<file path="src/rtl/video_de_gen.sv">
// Data-enable generator for a scan-doubled video stream: tracks hsync/vsync,
// locks onto a stable line period and emits aligned de/syncs/expanded colour.
module video_de_gen #(
  parameter int H_START    = 48,
  parameter int H_ACTIVE   = 640,
  parameter int V_START    = 33,
  parameter int V_ACTIVE   = 480,
  parameter int LOCK_LINES = 4
) (
  input  logic       clk_sys,
  input  logic       reset,
  input  logic       ce_pix,
  input  logic       hs_in,
  input  logic       vs_in,
  input  logic [5:0] r_in,
  input  logic [5:0] g_in,
  input  logic [5:0] b_in,
  output logic       hs_out,
  output logic       vs_out,
  output logic       de,
  output logic [7:0] r_out,
  output logic [7:0] g_out,
  output logic [7:0] b_out,
  output logic       locked
);

  typedef enum logic [1:0] {SEARCH, TRACK, LOCKED} state_t;

  localparam logic [10:0] HPOS_MAX = 11'h7FF;
  localparam logic [9:0]  VPOS_MAX = 10'h3FF;
  localparam logic [11:0] H_LO     = 12'(H_START);
  localparam logic [11:0] H_HI     = 12'(H_START + H_ACTIVE);
  localparam logic [10:0] V_LO     = 11'(V_START);
  localparam logic [10:0] V_HI     = 11'(V_START + V_ACTIVE);
  localparam logic [7:0]  LOCK_N   = 8'(LOCK_LINES);

  state_t      state_q, state_d;
  logic        hs_prev_q, hs_prev_d, vs_prev_q, vs_prev_d;
  logic        vs_pend_q, vs_pend_d;
  logic [10:0] hpos_q, hpos_d;
  logic [9:0]  vpos_q, vpos_d;
  logic [10:0] per_cnt_q, per_cnt_d;
  logic [10:0] prev_per_q, prev_per_d;
  logic        ref_vld_q, ref_vld_d;
  logic [7:0]  match_q, match_d;
  logic        hs_out_q, hs_out_d, vs_out_q, vs_out_d;
  logic        de_q, de_d, locked_q, locked_d;
  logic [7:0]  r_q, r_d, g_q, g_d, b_q, b_d;

  logic        hs_rise, hs_fall, vs_rise, per_ok, in_area;
  logic [10:0] per_new, per_diff;
  logic [7:0]  match_inc;

  assign hs_rise   = hs_in & ~hs_prev_q;
  assign hs_fall   = ~hs_in & hs_prev_q;
  assign vs_rise   = vs_in & ~vs_prev_q;
  assign per_new   = (per_cnt_q == HPOS_MAX) ? HPOS_MAX : per_cnt_q + 11'd1;
  assign per_diff  = (per_new >= prev_per_q) ? per_new - prev_per_q : prev_per_q - per_new;
  assign per_ok    = (per_diff <= 11'd1);
  assign match_inc = match_q + 8'd1;

  always_comb begin
    state_d    = state_q;
    hs_prev_d  = hs_prev_q;
    vs_prev_d  = vs_prev_q;
    vs_pend_d  = vs_pend_q;
    hpos_d     = hpos_q;
    vpos_d     = vpos_q;
    per_cnt_d  = per_cnt_q;
    prev_per_d = prev_per_q;
    ref_vld_d  = ref_vld_q;
    match_d    = match_q;
    hs_out_d   = hs_out_q;
    vs_out_d   = vs_out_q;
    de_d       = de_q;
    locked_d   = locked_q;
    r_d        = r_q;
    g_d        = g_q;
    b_d        = b_q;
    in_area    = 1'b0;
    if (ce_pix) begin
      hs_prev_d = hs_in;
      vs_prev_d = vs_in;
      hpos_d    = hs_rise ? 11'd0 : ((hpos_q == HPOS_MAX) ? HPOS_MAX : hpos_q + 11'd1);
      // A vsync rise arms the next hsync rise (same sample included) as line 0.
      if (hs_rise) begin
        vpos_d    = (vs_pend_q | vs_rise) ? 10'd0 :
                    ((vpos_q == VPOS_MAX) ? VPOS_MAX : vpos_q + 10'd1);
        vs_pend_d = 1'b0;
      end else if (vs_rise) begin
        vs_pend_d = 1'b1;
      end
      per_cnt_d = hs_fall ? 11'd0 : per_new;

      if (hs_fall) begin
        prev_per_d = per_new;
        case (state_q)
          SEARCH: begin
            state_d   = TRACK;
            match_d   = 8'd0;
            ref_vld_d = 1'b0;
          end
          TRACK: begin
            // First period after SEARCH has nothing to contradict it: it is the reference.
            if (!ref_vld_q || per_ok) match_d = match_inc;
            else                      match_d = 8'd0;
            ref_vld_d = 1'b1;
            if ((!ref_vld_q || per_ok) && match_inc >= LOCK_N) state_d = LOCKED;
          end
          default: begin
            if (!per_ok) begin
              state_d = TRACK;
              match_d = 8'd0;
            end
          end
        endcase
      end else if (per_new == HPOS_MAX) begin
        state_d = SEARCH;
      end

      in_area  = ({1'b0, hpos_d} >= H_LO) && ({1'b0, hpos_d} < H_HI) &&
                 ({1'b0, vpos_d} >= V_LO) && ({1'b0, vpos_d} < V_HI);
      locked_d = (state_d == LOCKED);
      de_d     = locked_d && in_area;
      hs_out_d = hs_in;
      vs_out_d = vs_in;
      r_d      = de_d ? {r_in, r_in[5:4]} : 8'h00;
      g_d      = de_d ? {g_in, g_in[5:4]} : 8'h00;
      b_d      = de_d ? {b_in, b_in[5:4]} : 8'h00;
    end
  end

  always_ff @(posedge clk_sys) begin
    if (reset) begin
      state_q    <= SEARCH;
      hs_prev_q  <= 1'b1;
      vs_prev_q  <= 1'b1;
      vs_pend_q  <= 1'b0;
      hpos_q     <= 11'd0;
      vpos_q     <= 10'd0;
      per_cnt_q  <= 11'd0;
      prev_per_q <= 11'd0;
      ref_vld_q  <= 1'b0;
      match_q    <= 8'd0;
      hs_out_q   <= 1'b1;
      vs_out_q   <= 1'b1;
      de_q       <= 1'b0;
      locked_q   <= 1'b0;
      r_q        <= 8'h00;
      g_q        <= 8'h00;
      b_q        <= 8'h00;
    end else begin
      state_q    <= state_d;
      hs_prev_q  <= hs_prev_d;
      vs_prev_q  <= vs_prev_d;
      vs_pend_q  <= vs_pend_d;
      hpos_q     <= hpos_d;
      vpos_q     <= vpos_d;
      per_cnt_q  <= per_cnt_d;
      prev_per_q <= prev_per_d;
      ref_vld_q  <= ref_vld_d;
      match_q    <= match_d;
      hs_out_q   <= hs_out_d;
      vs_out_q   <= vs_out_d;
      de_q       <= de_d;
      locked_q   <= locked_d;
      r_q        <= r_d;
      g_q        <= g_d;
      b_q        <= b_d;
    end
  end

  assign hs_out = hs_out_q;
  assign vs_out = vs_out_q;
  assign de     = de_q;
  assign locked = locked_q;
  assign r_out  = r_q;
  assign g_out  = g_q;
  assign b_out  = b_q;

endmodule
</file>
<file path="config.mk">
export PLATFORM = sky130hd
export DESIGN_NAME = video_de_gen
export DESIGN_NICKNAME = d
export VERILOG_FILES = /design/src/rtl/video_de_gen.sv
export SDC_FILE = /design/constraint.sdc
export NUM_CORES = 1
export LEC_CHECK = 0
export CORE_MARGIN = 1.5
export CORE_UTILIZATION = 38
export DETAILED_ROUTE_END_ITERATION = 10
export SETUP_SLACK_MARGIN = 0.5
export SLEW_MARGIN = 25
export SYNTH_ARGS = -nofsm -noshare
export SYNTH_HDL_FRONTEND = slang
export SYNTH_SLANG_ARGS = --single-unit
export TNS_END_PERCENT = 30
</file>
<file path="constraint.sdc">
create_clock -name clk_sys -period 4.76 [get_ports clk_sys]
set_clock_uncertainty 0.2 [all_clocks]
set_input_delay 0.476 -clock clk_sys [delete_from_list [all_inputs] [get_ports clk_sys]]
set_output_delay 0.476 -clock clk_sys [all_outputs]
set_load 0.05 [all_outputs]
</file>
==> report_table.html <==
<table>
<tr><th>Metric</th><th>Value</th></tr>
<tr><th colspan="2">Status</th></tr>
<tr><td>Status</td><td>completed</td></tr>
<tr><th colspan="2">Final layout</th></tr>
<tr><td>N_diodes</td><td>0</td></tr>
<tr><td>Fraction of final layout cells sized beyond drive strength 1</td><td>0.1360</td></tr>
<tr><td>Layout area overhead</td><td>28.49%</td></tr>
<tr><td>Number of nets in the layout</td><td>753</td></tr>
<tr><td>Post-Layout Inst Area</td><td>6479 sq um</td></tr>
<tr><td>Number of non-filler instances in the completed layout</td><td>878</td></tr>
<tr><th colspan="2">Drt</th></tr>
<tr><td>Violation count after the first detailed-routing iteration</td><td>341</td></tr>
<tr><td>Wire length after detailed routing</td><td>13720 um</td></tr>
<tr><td>Routed vias</td><td>5004</td></tr>
<tr><td>Vias per inst</td><td>5.699</td></tr>
<tr><td>Average wire per cell in the routed design</td><td>15.63 um</td></tr>
<tr><td>Count of antenna-violating nets left after detailed routing</td><td>0</td></tr>
<tr><td>First-pass detailed-route iteration total</td><td>5</td></tr>
<tr><td>DRC violations left</td><td>0</td></tr>
<tr><th colspan="2">Setup path</th></tr>
<tr><td>Reg-to-Reg Start</td><td>per_cnt_q[1]</td></tr>
<tr><td>Endpoint kind of the worst setup timing path</td><td>flip-flop</td></tr>
<tr><td>Maximum fanout along the worst path</td><td>10</td></tr>
<tr><td>Register-to-register path setup slack</td><td>0.23 ns</td></tr>
<tr><td>Cell breakdown of the critical path</td><td>ha_4, and2_4, nand4_1, buf_6, nand2_4, ha_4, inv_2, fa_2, buf_4, a211oi_1, o22ai_1, a2111oi_1, o211ai_1, or4b_1, a311o_1, a2111oi_4, buf_4, buf_12, a22o_1</td></tr>
<tr><td>Worst setup path category</td><td>reg2reg</td></tr>
<tr><td>Cell with the largest stage delay on the worst path</td><td>sky130_fd_sc_hd__or4b_1</td></tr>
<tr><td>Depth of the worst register-to-register path</td><td>19</td></tr>
<tr><td>Crit path largest cell delay</td><td>0.54 ns</td></tr>
<tr><td>Startpoint type of the worst setup path</td><td>flip-flop</td></tr>
<tr><td>Crit Reg-Reg Endpoint</td><td>r_out[6]</td></tr>
<tr><td>Arrival @ worst endpoint</td><td>4.60 ns</td></tr>
<tr><td>Required arrival time at the worst endpoint</td><td>4.83 ns</td></tr>
<tr><th colspan="2">Power</th></tr>
<tr><td>Total internal power</td><td>1.294 mW</td></tr>
<tr><td>Clock power share</td><td>0.448</td></tr>
<tr><td>Combinational Power Share</td><td>0.161</td></tr>
<tr><td>Switching Share</td><td>0.2380</td></tr>
<tr><td>Standby leakage power</td><td>2.458 nW</td></tr>
<tr><td>Seq pwr share</td><td>0.391</td></tr>
<tr><td>Switching power</td><td>404.2 uW</td></tr>
<tr><td>Worst ir drop on vdd</td><td>0.0002473 V</td></tr>
<tr><td>Power density of the placed cells</td><td>262.1 nW/um^2</td></tr>
<tr><th colspan="2">Synthesis</th></tr>
<tr><td>Synthesized netlist net count</td><td>696</td></tr>
<tr><td>Flip-flop and latch count after synthesis</td><td>77</td></tr>
<tr><td>Fraction of post-synthesis cell area in the top cell type by area</td><td>0.3057</td></tr>
<tr><td>Post-synthesis sequential area ratio</td><td>0.3057</td></tr>
<tr><td>Distinct cell type count after synthesis</td><td>64</td></tr>
<tr><td>Predominant post-synthesis flop cell</td><td>sky130_fd_sc_hd__dfxtp_1</td></tr>
<tr><td>Number of synthesized flops with an enable pin</td><td>0</td></tr>
<tr><td>Leading post-synthesis cells by cell area</td><td>sky130_fd_sc_hd__dfxtp_1 (31%), sky130_fd_sc_hd__ha_1 (6.5%), sky130_fd_sc_hd__a21oi_1 (4.9%), sky130_fd_sc_hd__nor2_1 (4.3%), sky130_fd_sc_hd__nand2_1 (4.2%)</td></tr>
<tr><td>Mean cell area of the mapped netlist</td><td>7.818 sq um</td></tr>
<tr><td>Async SR Flop Fraction</td><td>0</td></tr>
<tr><td>Ys Warns</td><td>0</td></tr>
<tr><td>Synthesized netlist cell count</td><td>645</td></tr>
<tr><td>Synth Cell Area</td><td>5042 sq um</td></tr>
<tr><td>Synth area leader</td><td>sky130_fd_sc_hd__dfxtp_1</td></tr>
<tr><th colspan="2">Die</th></tr>
<tr><td>Die height</td><td>118.2 um</td></tr>
<tr><td>Die ar.</td><td>13970 sq um</td></tr>
<tr><td>Core box area</td><td>12770 sq um</td></tr>
<tr><td># rows</td><td>41</td></tr>
<tr><td>Number of top-level design ports</td><td>51</td></tr>
<tr><td>Die X-Extent</td><td>118.2 um</td></tr>
<tr><td>Initial core utilization</td><td>0.3947</td></tr>
<tr><th colspan="2">STA</th></tr>
<tr><td>Fraction of the cycle the final worst path needs</td><td>0.9509</td></tr>
<tr><td>Max Slew Vio Count</td><td>0</td></tr>
<tr><td>Slack of the critical path</td><td>0.2339 ns</td></tr>
<tr><td>Final number of hold-violating endpoints</td><td>0</td></tr>
<tr><td>Highest attainable clock frequency</td><td>220.9 MHz</td></tr>
<tr><td>Max transition margin</td><td>0.5157</td></tr>
<tr><td>Final min period</td><td>4.526 ns</td></tr>
<tr><td>Unrepaired setup endpoints after global routing</td><td>true</td></tr>
<tr><td>Actual slew at the worst max-slew pin</td><td>0.7238 ns</td></tr>
<tr><td>Setup violations, final</td><td>0</td></tr>
<tr><td>Total negative slack for setup checks</td><td>0 ns</td></tr>
<tr><th colspan="2">Clocking</th></tr>
<tr><td>Hold buffer count at CTS</td><td>0</td></tr>
<tr><td>Number of levels the H-tree was split into</td><td>3</td></tr>
<tr><td>Num CTS Buffers</td><td>9</td></tr>
<tr><td>Clock tree root buffer cell</td><td>sky130_fd_sc_hd__clkbuf_16</td></tr>
<tr><td>Latest clock arrival within the worst-skew pair</td><td>0.33 ns</td></tr>
<tr><td>Clock tree from TritonCTS</td><td>done</td></tr>
<tr><td>Bufs on Longest Clock Path</td><td>2</td></tr>
<tr><td>Clock-pin slew on the worst setup and hold paths</td><td>0.05 ns</td></tr>
<tr><td>CTS Sinks</td><td>77</td></tr>
<tr><th colspan="2">Hold path</th></tr>
<tr><td>Hold-critical path endpoint</td><td>de</td></tr>
<tr><td>Launch instance of the worst min-delay path</td><td>de</td></tr>
<tr><td>Path category of the worst min-delay check</td><td>reg2reg</td></tr>
<tr><td>Hold path depth</td><td>1</td></tr>
<tr><th colspan="2">Global routing</th></tr>
<tr><td>Largest net degree at the start of global routing</td><td>41</td></tr>
<tr><td>First-pass GRT wire length</td><td>22820 um</td></tr>
<tr><td>Tot GR Track Use</td><td>0.1979</td></tr>
<tr><td>Number of antenna violations at the first check in global routing</td><td>0</td></tr>
<tr><td>Via count of the first global-routing pass</td><td>4752</td></tr>
<tr><td>Total global routing overflow</td><td>0</td></tr>
<tr><th colspan="2">Placement</th></tr>
<tr><td>Worst slack at placement</td><td>0.03141 ns</td></tr>
<tr><td>Quantity of I/O buffers inserted on ports</td><td>50</td></tr>
<tr><td>Post-DP HPWL</td><td>9853 um</td></tr>
<tr><td>Post-placement cell count</td><td>843</td></tr>
<tr><td>Placed cell areas</td><td>5737 sq um</td></tr>
<tr><td>Routability-driven placement congestion ratio</td><td>0.9053</td></tr>
<tr><th colspan="2">Job</th></tr>
<tr><td>Max_cap viols</td><td>0</td></tr>
</table>
[worst max-delay path, delay by kind of cell (launching register included)]
| kind | cells | cell delay, ns |
|---|---|---|
| adder cells (fa/ha/maj) | 3 | 0.63 |
| buffers and inverters | 5 | 0.65 |
| AO/OA/AOI/OAI | 7 | 1.72 |
| flip-flops | 1 | 0.36 |
| AND/OR/NAND/NOR | 4 | 0.89 |
[final cells by class]
type / instances / area [sq um]
Timing Repair Buffer: 86 / 864.6
Tap cell: 172 / 215.2
Clock inverter: 4 / 97.59
Inverter: 40 / 150.1
Multi-Input combinational cell: 488 / 3363
Clock buffer: 11 / 232.7
Fill cell: 1199 / 6295
Sequential cell: 77 / 1555
[placed cells by master, fill, tap and decap left out, drive strengths merged, types with 6 or more instances in the layout]
cell type      instances
nor3                  16
a22oi                 12
a31oi                 10
dfxtp                 77
o21ai                 39
and2                  15
nand2                 56
a221oi                 6
xnor2                  7
nand2b                10
a21o                   9
o21a                  10
inv                   40
clkdlybuf4s50         50
and3                  11
clkbuf                11
buf                   35
a22o                  21
nor2                  58
ha                    26
nor2b                  6
nand4                  7
mux2i                  6
a21oi                 50
or3                    6
nand3                 20
a211oi                19
[power groups by stage]
stage	logic [mW]	registers, mW	clock network (mW)
global route	0.298	0.665	0.810
detailed placement	0.229	0.678	0
global placement	0.227	0.677	0
CTS	0.262	0.664	0.783
floorplan	0.161	0.679	0
finish	0.274	0.664	0.761
[timing repair]
action	CTS	global route
endpoints found under the hold margin	0	0
buffers inserted	13	4
pin swaps	13	4
endpoints found under the setup margin	30	30
cloned	3	0
resized for setup	35	11
[cells by family (layout without fill, tap and decap cells)]
group                    count (synthesis)  count (layout)  synth area share
AND/OR/NAND/NOR                        225             225            0.2199
AO/OA/AOI/OAI                          216             216            0.2980
buffers and inverters                   80             141           0.06898
flip-flops                              77              77            0.3057
adder cells (fa/ha/maj)                 28              28           0.07246
XOR/XNOR                                12              12           0.02084
multiplexers                             7               7           0.01414
[per-stage QoR]
step	util	power [mW]	hold WS [ns]
floorplan	-	0.8403	0.2533
global placement	0.4491	0.9045	0.2353
detailed placement	0.4491	0.9069	0.2413
CTS	0.5018	1.709	0.2539
global route	0.5072	1.773	0.2703
finish	0.5072	1.698	0.2499
[cell usage after synthesis, types with 10 or more instances]
cell and n:
sky130_fd_sc_hd__dfxtp_1 77, sky130_fd_sc_hd__nor2_1 58, sky130_fd_sc_hd__nand2_1 56, sky130_fd_sc_hd__a21oi_1 49, sky130_fd_sc_hd__inv_1 40, sky130_fd_sc_hd__o21ai_0 39
sky130_fd_sc_hd__clkbuf_1 28, sky130_fd_sc_hd__ha_1 26, sky130_fd_sc_hd__a22o_1 21, sky130_fd_sc_hd__nand3_1 20, sky130_fd_sc_hd__a211oi_1 19, sky130_fd_sc_hd__nor3_1 16
sky130_fd_sc_hd__and2_1 15, sky130_fd_sc_hd__a22oi_1 12, sky130_fd_sc_hd__and3_1 11, sky130_fd_sc_hd__a31oi_1 10, sky130_fd_sc_hd__nand2b_1 10, sky130_fd_sc_hd__o21a_1 10
[worst max path at each step]
stage / start / to / slack (ns)
6_report: per_cnt_q[1] / r_out[6] / 0.23
2_1_floorplan: per_cnt_q[8] / r_out[1] / 0.38
3_3_place_gp: per_cnt_q[0] / match_q[0] / 0.14
3_5_place_dp: per_cnt_q[3] / match_q[0] / 0.03
5_1_grt: per_cnt_q[1] / g_out[2] / 0.06
4_1_cts: per_cnt_q[1] / match_q[2] / 0.29
[layer usage]
metal | track usage | wire, um | up-vias
met2 | 0.3427 | 6932 | 115
met1 | 0.2345 | 5918 | 2396
met5 | 0 | 0 | -
met4 | 0.08155 | 371 | 0
li1 | - | - | 2467
met3 | 0.04585 | 499 | 26
[state kept, by name, summed over array words and instances (netlist names)]
name,count
r_out,6
vpos_q,10
prev_per_q,11
g_out,6
b_out,6
ref_vld_q,1
match_q,8
per_cnt_q,11
locked,1
vs_pend_q,1
state_q,2
hs_out,1
de,1
vs_out,1
hpos_q,11
Note: power is estimated with default switching activity, not from simulation.
